`src/rtl/sim_harness_pkg.sv`:
```
// sim_harness_pkg: FSM encoding, return-slice helper and result constants shared by
// the method-call sequencer and the benches that drive it.
`ifndef SIM_HARNESS_PKG_SV
`define SIM_HARNESS_PKG_SV
`define RET_SLICE(v, i) v[(i)*RET_W +: RET_W]
package sim_harness_pkg;
    typedef enum logic [2:0] {
        ST_IDLE, ST_HOLDOFF, ST_SELECT, ST_REQ, ST_RUN, ST_CHECK, ST_DONE
    } state_e;
    localparam logic RESULT_PASS = 1'b1;
    localparam logic RESULT_FAIL = 1'b0;
endpackage
`endif

```
`src/rtl/call_timer.sv`:
```
// call_timer: clearable up-counter that saturates at limit and flags when it sits there.
module call_timer #(
    parameter int CNT_W = 32
) (
    input  logic             clk,
    input  logic             reset,
    input  logic             clr,
    input  logic             en,
    input  logic [CNT_W-1:0] limit,
    output logic [CNT_W-1:0] cnt,
    output logic             term
);
    logic [CNT_W-1:0] cnt_q, cnt_d;
    assign term = (cnt_q == limit);
    assign cnt  = cnt_q;
    always_comb cnt_d = clr ? '0 : (en && !term) ? cnt_q + 1'b1 : cnt_q;
    always_ff @(posedge clk) cnt_q <= reset ? '0 : cnt_d;
endmodule

```
`src/rtl/method_call_sequencer.sv`:
```
// method_call_sequencer: calls enabled req/busy/return methods in index order after a
// holdoff, with a per-call timeout, and reports per-channel fail/timeout masks.
module method_call_sequencer
    import sim_harness_pkg::*;
#(
    parameter int N_CH    = 4,
    parameter int RET_W   = 32,
    parameter int HOLDOFF = 100,
    parameter int TIMEOUT = 100000,
    parameter int CNT_W   = 32
) (
    input  logic                      clk,
    input  logic                      reset,
    input  logic                      start,
    input  logic [N_CH-1:0]           ch_enable,
    input  logic [N_CH-1:0]           ch_busy,
    input  logic [N_CH*RET_W-1:0]     ch_return,
    input  logic [N_CH*RET_W-1:0]     ch_expect,
    output logic [N_CH-1:0]           ch_req,
    output logic [$clog2(N_CH):0]     cur_ch,
    output logic                      done,
    output logic                      pass,
    output logic [N_CH-1:0]           fail_mask,
    output logic [N_CH-1:0]           timeout_mask,
    output logic [CNT_W-1:0]          last_cycles
);
    localparam int CH_W = $clog2(N_CH) + 1;
    // The timer flags on the cycle it holds limit, so limits are one below the counts.
    localparam logic [CNT_W-1:0] HOLD_LIM = CNT_W'(HOLDOFF > 0 ? HOLDOFF - 1 : 0);
    localparam logic [CNT_W-1:0] TMO_LIM  = CNT_W'(TIMEOUT - 1);

    state_e            state_q, state_d;
    logic [N_CH-1:0]   ch_req_q, ch_req_d;
    logic [N_CH-1:0]   fail_mask_q, fail_mask_d;
    logic [N_CH-1:0]   timeout_mask_q, timeout_mask_d;
    logic [CH_W-1:0]   cur_ch_q, cur_ch_d;
    logic              done_q, done_d, pass_q, pass_d;
    logic [CNT_W-1:0]  last_cycles_q, last_cycles_d, cnt;
    logic              term, timing;
    logic [N_CH-1:0]   sel;
    logic [RET_W-1:0]  ret_sel, exp_sel;

    assign sel    = N_CH'(1) << cur_ch_q;
    assign timing = state_q inside {ST_HOLDOFF, ST_REQ, ST_RUN};

    call_timer #(.CNT_W(CNT_W)) u_timer (
        .clk   (clk),
        .reset (reset),
        .clr   (!timing),
        .en    (timing),
        .limit (state_q == ST_HOLDOFF ? HOLD_LIM : TMO_LIM),
        .cnt   (cnt),
        .term  (term)
    );

    always_comb begin
        ret_sel = '0;
        exp_sel = '0;
        for (int i = 0; i < N_CH; i++) begin
            if (sel[i]) begin
                ret_sel = `RET_SLICE(ch_return, i);
                exp_sel = `RET_SLICE(ch_expect, i);
            end
        end
    end

    always_comb begin
        state_d        = state_q;
        ch_req_d       = ch_req_q;
        cur_ch_d       = cur_ch_q;
        done_d         = done_q;
        pass_d         = pass_q;
        fail_mask_d    = fail_mask_q;
        timeout_mask_d = timeout_mask_q;
        last_cycles_d  = last_cycles_q;
        case (state_q)
            ST_IDLE, ST_DONE: begin
                if (start) begin
                    state_d        = HOLDOFF == 0 ? ST_SELECT : ST_HOLDOFF;
                    cur_ch_d       = '0;
                    done_d         = 1'b0;
                    pass_d         = 1'b0;
                    fail_mask_d    = '0;
                    timeout_mask_d = '0;
                end
            end
            ST_HOLDOFF: begin
                if (term) begin
                    state_d  = ST_SELECT;
                    cur_ch_d = '0;
                end
            end
            ST_SELECT: begin
                if (cur_ch_q == CH_W'(N_CH)) begin
                    state_d = ST_DONE;
                    done_d  = 1'b1;
                    pass_d  = ~|(fail_mask_q | timeout_mask_q) ? RESULT_PASS : RESULT_FAIL;
                end else if (~|(ch_enable & sel)) begin
                    cur_ch_d = cur_ch_q + 1'b1;
                end else begin
                    state_d  = ST_REQ;
                    ch_req_d = sel;
                end
            end
            ST_REQ, ST_RUN: begin
                // Timeout wins over a same-cycle ack or completion.
                if (term) begin
                    state_d        = ST_SELECT;
                    ch_req_d       = '0;
                    timeout_mask_d = timeout_mask_q | sel;
                    cur_ch_d       = cur_ch_q + 1'b1;
                end else if (state_q == ST_REQ && |(ch_busy & sel)) begin
                    state_d  = ST_RUN;
                    ch_req_d = '0;
                end else if (state_q == ST_RUN && ~|(ch_busy & sel)) begin
                    state_d = ST_CHECK;
                end
            end
            ST_CHECK: begin
                if (ret_sel != exp_sel) fail_mask_d = fail_mask_q | sel;
                last_cycles_d = cnt;
                cur_ch_d      = cur_ch_q + 1'b1;
                state_d       = ST_SELECT;
            end
            default: state_d = ST_IDLE;
        endcase
    end

    always_ff @(posedge clk) begin
        if (reset) begin
            state_q        <= ST_IDLE;
            ch_req_q       <= '0;
            cur_ch_q       <= '0;
            done_q         <= 1'b0;
            pass_q         <= 1'b0;
            fail_mask_q    <= '0;
            timeout_mask_q <= '0;
            last_cycles_q  <= '0;
        end else begin
            state_q        <= state_d;
            ch_req_q       <= ch_req_d;
            cur_ch_q       <= cur_ch_d;
            done_q         <= done_d;
            pass_q         <= pass_d;
            fail_mask_q    <= fail_mask_d;
            timeout_mask_q <= timeout_mask_d;
            last_cycles_q  <= last_cycles_d;
        end
    end

    assign ch_req       = ch_req_q;
    assign cur_ch       = cur_ch_q;
    assign done         = done_q;
    assign pass         = pass_q;
    assign fail_mask    = fail_mask_q;
    assign timeout_mask = timeout_mask_q;
    assign last_cycles  = last_cycles_q;
endmodule
```
`config.mk`:
```
export PLATFORM = sky130hd
export DESIGN_NAME = method_call_sequencer
export DESIGN_NICKNAME = d
export VERILOG_FILES = /design/src/rtl/sim_harness_pkg.sv /design/src/rtl/call_timer.sv /design/src/rtl/method_call_sequencer.sv
export SDC_FILE = /design/constraint.sdc
export NUM_CORES = 1
export LEC_CHECK = 0
export BUFFER_PORTS_ARGS = -buffer_cell sky130_fd_sc_hd__buf_2
export CAP_MARGIN = 40
export CORE_AREA = 2 2 122 124
export DETAILED_ROUTE_END_ITERATION = 8
export DIE_AREA = 0 0 124 126
export GPL_ROUTABILITY_DRIVEN = 0
export PLACE_DENSITY = 0.68
export SYNTH_ARGS = -nofsm -noshare
export SYNTH_HDL_FRONTEND = slang
export SYNTH_SLANG_ARGS = --single-unit
```
`constraint.sdc`:
```
create_clock -name clk -period 3.3 [get_ports clk]
set_clock_uncertainty 0.05 [all_clocks]
set_input_delay 0.33 -clock clk [delete_from_list [all_inputs] [get_ports clk]]
set_output_delay 0.33 -clock clk [all_outputs]
set_load 0.01 [all_outputs]
```
==> metrics.sh, run 1 <==
INITIAL_UTILIZATION_PCT=36.3
FINAL.PERIOD_UTILIZATION_PCT=86.2
DIEHEIGHT_UM=126
MAPPEDNETLISTNETS=922
DRT_ITER0_MARKERS=414
SYNTH_FLOP_CELL='dfxtp_1'
POWER.DENSITY_mW_PER_MM2=417
SYNTH_AREA_LEADERS='dfxtp_1 32%, xnor2_1 16%, xor2_1 9.3%'
ROUTE.DETAILED.VIAS_PER_INST=5.06
AREA.GROWTH.SYNTH_TO_FINAL_PCT=40.4
TIMING.FINAL.CRIT_PERIOD_NS=2.85
POST_CTS_BUFFERS=0
TOTAL_LEAKAGE_POWER_nW=3.07
CTS_INSERTED_BUFFERS=9
VDD_DROP_MAX_V=0.000243
NUMBER_OF_PRIMARY_I_O_PINS=316
GRT_REMAINING_OVERFLOW=0
LARGEST_NET_DEGREE_AT_THE_START_OF_GLOBAL_ROUTING=36
CRIT_PATH_TOP_DELAY_CELL='dfxtp_1'
WORST_HOLD_STARTPOINT='last_cycles[13]$_SDFFE_PP0P_'
FP-ROW-COUNT=44
CRIT_ARRIVAL_NS=3.06
FIN_NETS=1231
SYN-INSTANCE-COUNT=649
NETLIST-CELL-TYPE-COUNT=49
DRT.ANTENNA.VIOLATING_NETS=0
SYN-CELL-AREA_MM2=0.00520
SYNTH-EDFF-COUNT=0
CTS_TREE='yes'
DIE_AREA_MM2=0.0156
YS_WARN_COUNT=0
CRIT_TYPE='flop to flop'
CTS_NUM_SINKS=84
FINAL_HOLD_VIOL_COUNT=0
RSZ0062_AT_GRT='false'
SLEW_AT_THE_PIN_WITH_THE_WORST_MAX_SLEW_SLACK_NS=0.844
YOSYSTOPAREACELL='dfxtp_1'
WORSTHOLDPATHTYPE='flop to flop'
DESIGN.CORE.AREA_MM2=0.0143
R2R_START='state_q[0]$_SDFFE_PP0P_'
VIAS_AFTER_DETAILED_ROUTING=5815
CP_MAX_FO=12
SEQ_AREA_FRAC_SYNTH_PCT=32.4
ROUTED_WIRELENGTH_UM=20200
YS_SEQ_ELEMENTS=84
RELSLEWSLACK_PCT=43.5
CAP_VIOLATIONS=0
GRT_FIRST_PASS_WIRELENGTH_UM=29700
TIMING.CRITICAL_PATH.FROM='state_q[0]$_SDFFE_PP0P_'
AREA_FRACTION_OF_THE_DOMINANT_CELL_TYPE_AFTER_SYNTHESIS_PCT=32.4
VIA_COUNT_OF_THE_FIRST_GLOBAL_ROUTING_PASS=5517
MAXSLEWVIOLCOUNT=0
REQUIRED_NS=3.51
CTS_ROOT_BUF='clkbuf_16'
CLKSLEWWORSTSETUPHOLDPATHS_NS=0.06
CTS.PATH.MAX_BUFFERS=2
POST-DP-HPWL_UM=17300
CRIT_PATH_END_KIND='flop'
DRC_ERRORS=0
PLACE_WS_NS=0.505
STARTPOINT_TYPE='flop'
NUMBER_OF_SETUP_VIOLATIONS_IN_THE_FINAL_REPORT=0
TNS_NS=0
DRIVE_GT1_SHARE_PCT=35.4
DIE_W_UM=124
WORST_SLACK_NS=0.454
RUN_STATUS='finished, final reports clean'
CELL_BY_CELL_TRACE_OF_THE_CRITICAL_PATH='nor3b_1 -> and4b_1 -> o211a_1 -> o21ai_1 -> a211o_1 -> or3b_1 -> a21oi_1'
SYN-MEAN-INSTANCE-AREA_UM2=8.01
YS_ASYNC_SR_FRACTION_PCT=0
POST_CTS.RESIZED_INSTANCES=0
HOLD_WS_NS=0.400
SLOWEST_DELAY_NS=0.51
GR-USAGE-ALL-LAYERS_PCT=25.2
PLACEMENT.IO_BUFFERS=315
DETAILEDROUTE.FIRSTPASSITERATIONCOUNT=5
MAX_CLOCK_FREQ_MHz=351
ROUTED_WIRE_LENGTH_PER_INSTANCE_UM=17.6
ANTENNA_VIOLATIONS_BEFORE_REPAIR=9
HTREE_LEVELS=3
NUMBER_OF_FILL_CELLS=1430
CTS_HOLD_BUF=0
LATER_PIN_CLOCK_LATENCY_IN_THE_SKEW_REPORT_NS=0.33
## area by class of cell
| cell class | count | area [um^2] | area share [%] |
|---|---|---|---|
| Clock buffer | 9 | 225 | 3.09 |
| Antenna cell | 4 | 10.0 | 0.137 |
| Timing Repair Buffer | 321 | 1640 | 22.5 |
| Tap cell | 184 | 230 | 3.15 |
| Clock inverter | 5 | 78.8 | 1.08 |
| Multi-Input combinational cell | 529 | 3380 | 46.3 |
| Inverter | 13 | 48.8 | 0.669 |
| Sequential cell | 84 | 1680 | 23.0 |
## synth_stat cells, types with 5 or more instances
library cell and count:
nand2b_1 6, nand4_1 34, nand2_1 97, a22o_1 5, ha_1 6, clkbuf_1 22
nor2_1 39, dfxtp_1 84, nor3_1 18, nand3_1 20, inv_1 13, nor2b_1 6
xor2_1 55, a21oi_1 57, o21ai_0 14, or3_1 9, nor4_1 18, xnor2_1 96
## cell usage in the layout (no fill, tap or decap), types with 5 or more instances in the layout
cell type / netlist / final
a22o_1: 5 / 5
nor2b_1: 6 / 6
buf_4: 1 / 5
clkbuf_16: 0 / 9
ha_1: 6 / 6
nor2_1: 39 / 39
xor2_1: 55 / 55
or3_1: 9 / 9
buf_2: 0 / 315
dfxtp_1: 84 / 84
nor4_1: 18 / 18
nand3_1: 20 / 20
nor3_1: 18 / 17
nand2b_1: 6 / 6
nand4_1: 34 / 34
o21ai_0: 14 / 14
a21oi_1: 57 / 57
inv_1: 13 / 13
nand2_1: 97 / 97
xnor2_1: 96 / 96
## per-stage QoR
step | area (um^2) | power, mW | instances | utilization, %
after floorplan | 5200 | 1.65 | 649 | -
after global placement | 6960 | 2.01 | 1130 | 48.6
after detailed placement | 6980 | 2.03 | 1131 | 48.8
after CTS | 7290 | 3.06 | 1145 | 50.9
after global routing | 7290 | 3.21 | 1146 | 50.9
final | 7300 | 3.04 | 1149 | 51.0
## cells by family after synthesis
kind of cell             after synthesis  share of synthesized area [%]
AO/OA/AOI/OAI                         99                           11.7
XOR/XNOR                             151                           25.4
adder cells (fa/ha/maj)                6                           1.44
buffers and inverters                 36                           2.67
flip-flops                            84                           32.4
multiplexers                           2                          0.385
AND/OR/NAND/NOR                      271                           26.0
## worst max-delay path: cells and delay by family (launching register included)
kind | cells | cell delay, ns
and+or+nand+nor | 3 | 1.12
DFF | 1 | 0.51
AOI/OAI and AO/OA | 4 | 1.10
## final timing paths
kind | to | slack, ns | depth (start not counted)
worst max register to register | cur_ch[1]$_SDFFE_PP0P_ | 0.45 | 7
worst min-delay path | last_cycles[13]$_SDFFE_PP0P_ | 0.40 | 2
worst max-delay path | cur_ch[1]$_SDFFE_PP0P_ | 0.45 | 7
worst min register to register | last_cycles[13]$_SDFFE_PP0P_ | 0.40 | 2
## where the power goes
part	internal (mW)	leakage (nW)	switching, mW
sequential	1.05	0.677	0.0574
clock	0.652	0.151	0.382
combinational	0.381	2.24	0.520
total	2.08	3.07	0.960
## flip-flops by register name (all words and copies together) (netlist names)
signal / cells
last_cycles: 32
u_timer.cnt: 32
ch_req: 4
fail_mask: 4
timeout_mask: 4
cur_ch: 3
state_q: 3
done: 1
pass: 1
## per-layer routing
metal	GRT usage [%]	wire length, um
met3	6.79	2150
met4	6.15	413
met1	34.3	8590
met2	39.6	8980
met5	0	34
No activity file was read; power rests on OpenSTA's default activity.
==> run 2: changes to the inputs <==
GPL_ROUTABILITY_DRIVEN = not set   (was 0)
MAX_ROUTING_LAYER = met4   (was not set)
==> metrics.sh, run 2 (same netlist as run 1, synthesis figures left out) <==
RUN_STATUS='finished, final reports clean'
ANTENNA_VIOLATIONS_BEFORE_REPAIR=7
WIRELENGTH_MET1_UM=8660
FINAL_CELL_AREA_MM2=0.00728
DESIGN.CORE.AREA_MM2=0.0143
CTS_TREE='yes'
DRC_ERRORS=0
POST_CTS.RESIZED_INSTANCES=0
STARTPOINT_TYPE='flop'
DETAILEDROUTE.FIRSTPASSITERATIONCOUNT=5
VDD_DROP_MAX_V=0.000242
INITIAL_UTILIZATION_PCT=36.3
NUMBER_OF_FILL_CELLS=1468
POWER.SHARE.SWITCHING_PCT=32.7
LARGEST_NET_DEGREE_AT_THE_START_OF_GLOBAL_ROUTING=36
TIMING.FINAL.CRIT_PERIOD_NS=2.86
TNS_NS=0
ROUTE.MET2.WL_UM=9000
VIAS_AFTER_DETAILED_ROUTING=5829
ROUTE.DETAILED.VIAS_PER_INST=5.06
VIA_COUNT_OF_THE_FIRST_GLOBAL_ROUTING_PASS=5791
DRIVE_GT1_SHARE_PCT=35.4
COMBPWRFRAC_PCT=30.6
POWER.DENSITY_mW_PER_MM2=409
TOTAL_LEAKAGE_POWER_nW=3.05
FP-ROW-COUNT=44
PLACEMENT.IO_BUFFERS=315
CTS.PATH.MAX_BUFFERS=2
POWER.INTERNAL_mW=2.00
POST-DP-HPWL_UM=17500
DRT.ANTENNA.VIOLATING_NETS=0
CRIT_PATH_END_KIND='flop'
FINAL.PERIOD_UTILIZATION_PCT=86.5
CTS_HOLD_BUF=0
AREA.GROWTH.SYNTH_TO_FINAL_PCT=40.1
DIE_W_UM=124
REQUIRED_NS=3.51
CAP_VIOLATIONS=0
POST_CTS_BUFFERS=0
MOST-COMMON-LAYOUT-CELLS='315 x buf_2, 97 x nand2_1, 96 x xnor2_1, 84 x dfxtp_1, 57 x a21oi_1'
ROUTED_WIRELENGTH_UM=20400
CRIT_TYPE='flop to flop'
PLACED_AREA_MM2=0.00698
SLEW_AT_THE_PIN_WITH_THE_WORST_MAX_SLEW_SLACK_NS=0.828
SHARE_CLK_OF_TOTAL_POWER_PCT=32.3
WORSTHOLDPATHTYPE='flop to flop'
LATER_PIN_CLOCK_LATENCY_IN_THE_SKEW_REPORT_NS=0.33
GRT_REMAINING_OVERFLOW=0
TOP_LAYER_IN_USE='met4'
DIE_AREA_MM2=0.0156
MAX_CLOCK_FREQ_MHz=350
RSZ0062_AT_GRT='false'
NUMBER_OF_SETUP_VIOLATIONS_IN_THE_FINAL_REPORT=0
GR-USAGE-ALL-LAYERS_PCT=26.4
SHARE_SEQ_OF_TOTAL_POWER_PCT=37.1
MET3_WIRELENGTH_UM=2130
CLKSLEWWORSTSETUPHOLDPATHS_NS=0.06
CTS_ROOT_BUF='clkbuf_16'
PLACE.GP.CONGESTION=0.901
HTREE_LEVELS=3
RELSLEWSLACK_PCT=44.5
DRT_ITER0_MARKERS=446
FIN_NETS=1231
CRIT_ARRIVAL_NS=3.07
DIEHEIGHT_UM=126
GRT_FIRST_PASS_WIRELENGTH_UM=30300
LAYOUT_COMMONEST_CELL='buf_2'
FINAL_HOLD_VIOL_COUNT=0
TOTAL_SWITCHING_POWER_uW=973
CP_MAX_FO=12
NUMBER_OF_PRIMARY_I_O_PINS=316
ROUTED_WIRE_LENGTH_PER_INSTANCE_UM=17.7
MAXSLEWVIOLCOUNT=0
CTS_INSERTED_BUFFERS=9
CTS_NUM_SINKS=84
==> run 2: cell types whose count changed in the layout (fill, tap and decap cells not counted), sizes merged <==
cell	change
clkinvlp	+2
bufinv	-1
diode	+2
clkinv	-1
==> run 2: area by class of cell <==
class                      instances  area, um^2  share of cell area [%]
multi-input combinational        529        3380                    46.5
sequential                        84        1680                    23.1
timing repair buffer             321        1640                    22.6
tap                              184         230                    3.16
clock buffer                       9         225                    3.09
clock inverter                     5        55.1                   0.756
inverter                          13        48.8                   0.670
antenna                            6        15.0                   0.206
==> run 2: final timing paths <==
path                                                   start  slack [ns]  cells after the start                      endpoint
worst max-delay path            u_timer.cnt[14]$_SDFFE_PP0P_        0.44                      7        cur_ch[1]$_SDFFE_PP0P_
worst max register to register  u_timer.cnt[14]$_SDFFE_PP0P_        0.44                      7        cur_ch[1]$_SDFFE_PP0P_
worst min register to register  last_cycles[16]$_SDFFE_PP0P_        0.40                      2  last_cycles[16]$_SDFFE_PP0P_
worst min-delay path            last_cycles[16]$_SDFFE_PP0P_        0.40                      2  last_cycles[16]$_SDFFE_PP0P_
==> run 2: power groups by stage <==
stage	Sequential, mW	Clock, mW	Combinational (mW)
global route	1.11	1.02	1.01
global placement	1.12	0	0.883
finish	1.11	0.961	0.910
CTS	1.10	0.978	0.910
detailed placement	1.13	0	0.906
floorplan	1.10	0	0.554
==> run 2: per-layer routing <==
| metal | vias up | GRT usage [%] |
|---|---|---|
| li1 | 2881 | - |
| met1 | 2611 | 34.2 |
| met2 | 307 | 40.4 |
| met3 | 30 | 6.20 |
| met4 | 0 | 9.25 |
| met5 | - | - |
==> run 2: stage by stage <==
step	total power, mW	cells	util (%)	worst slack, ns	hold slack [ns]
detailed placement	2.03	1131	48.8	0.479	0.396
CTS	2.99	1145	50.8	0.462	0.390
global route	3.14	1148	50.8	0.273	0.416
floorplan	1.65	649	-	0.899	0.407
finish	2.98	1151	50.9	0.444	0.400
global placement	2.01	1130	48.6	0.519	0.392
==> run 2: critical path, stage by stage, from the launching register on <==
cell and delay (ns):
dfxtp_1 0.37, or4_4 0.55, a2111oi_4 0.33, o211a_1 0.49, o21ai_1 0.15, a211o_1 0.35, or3b_1 0.36, a21oi_1 0.14
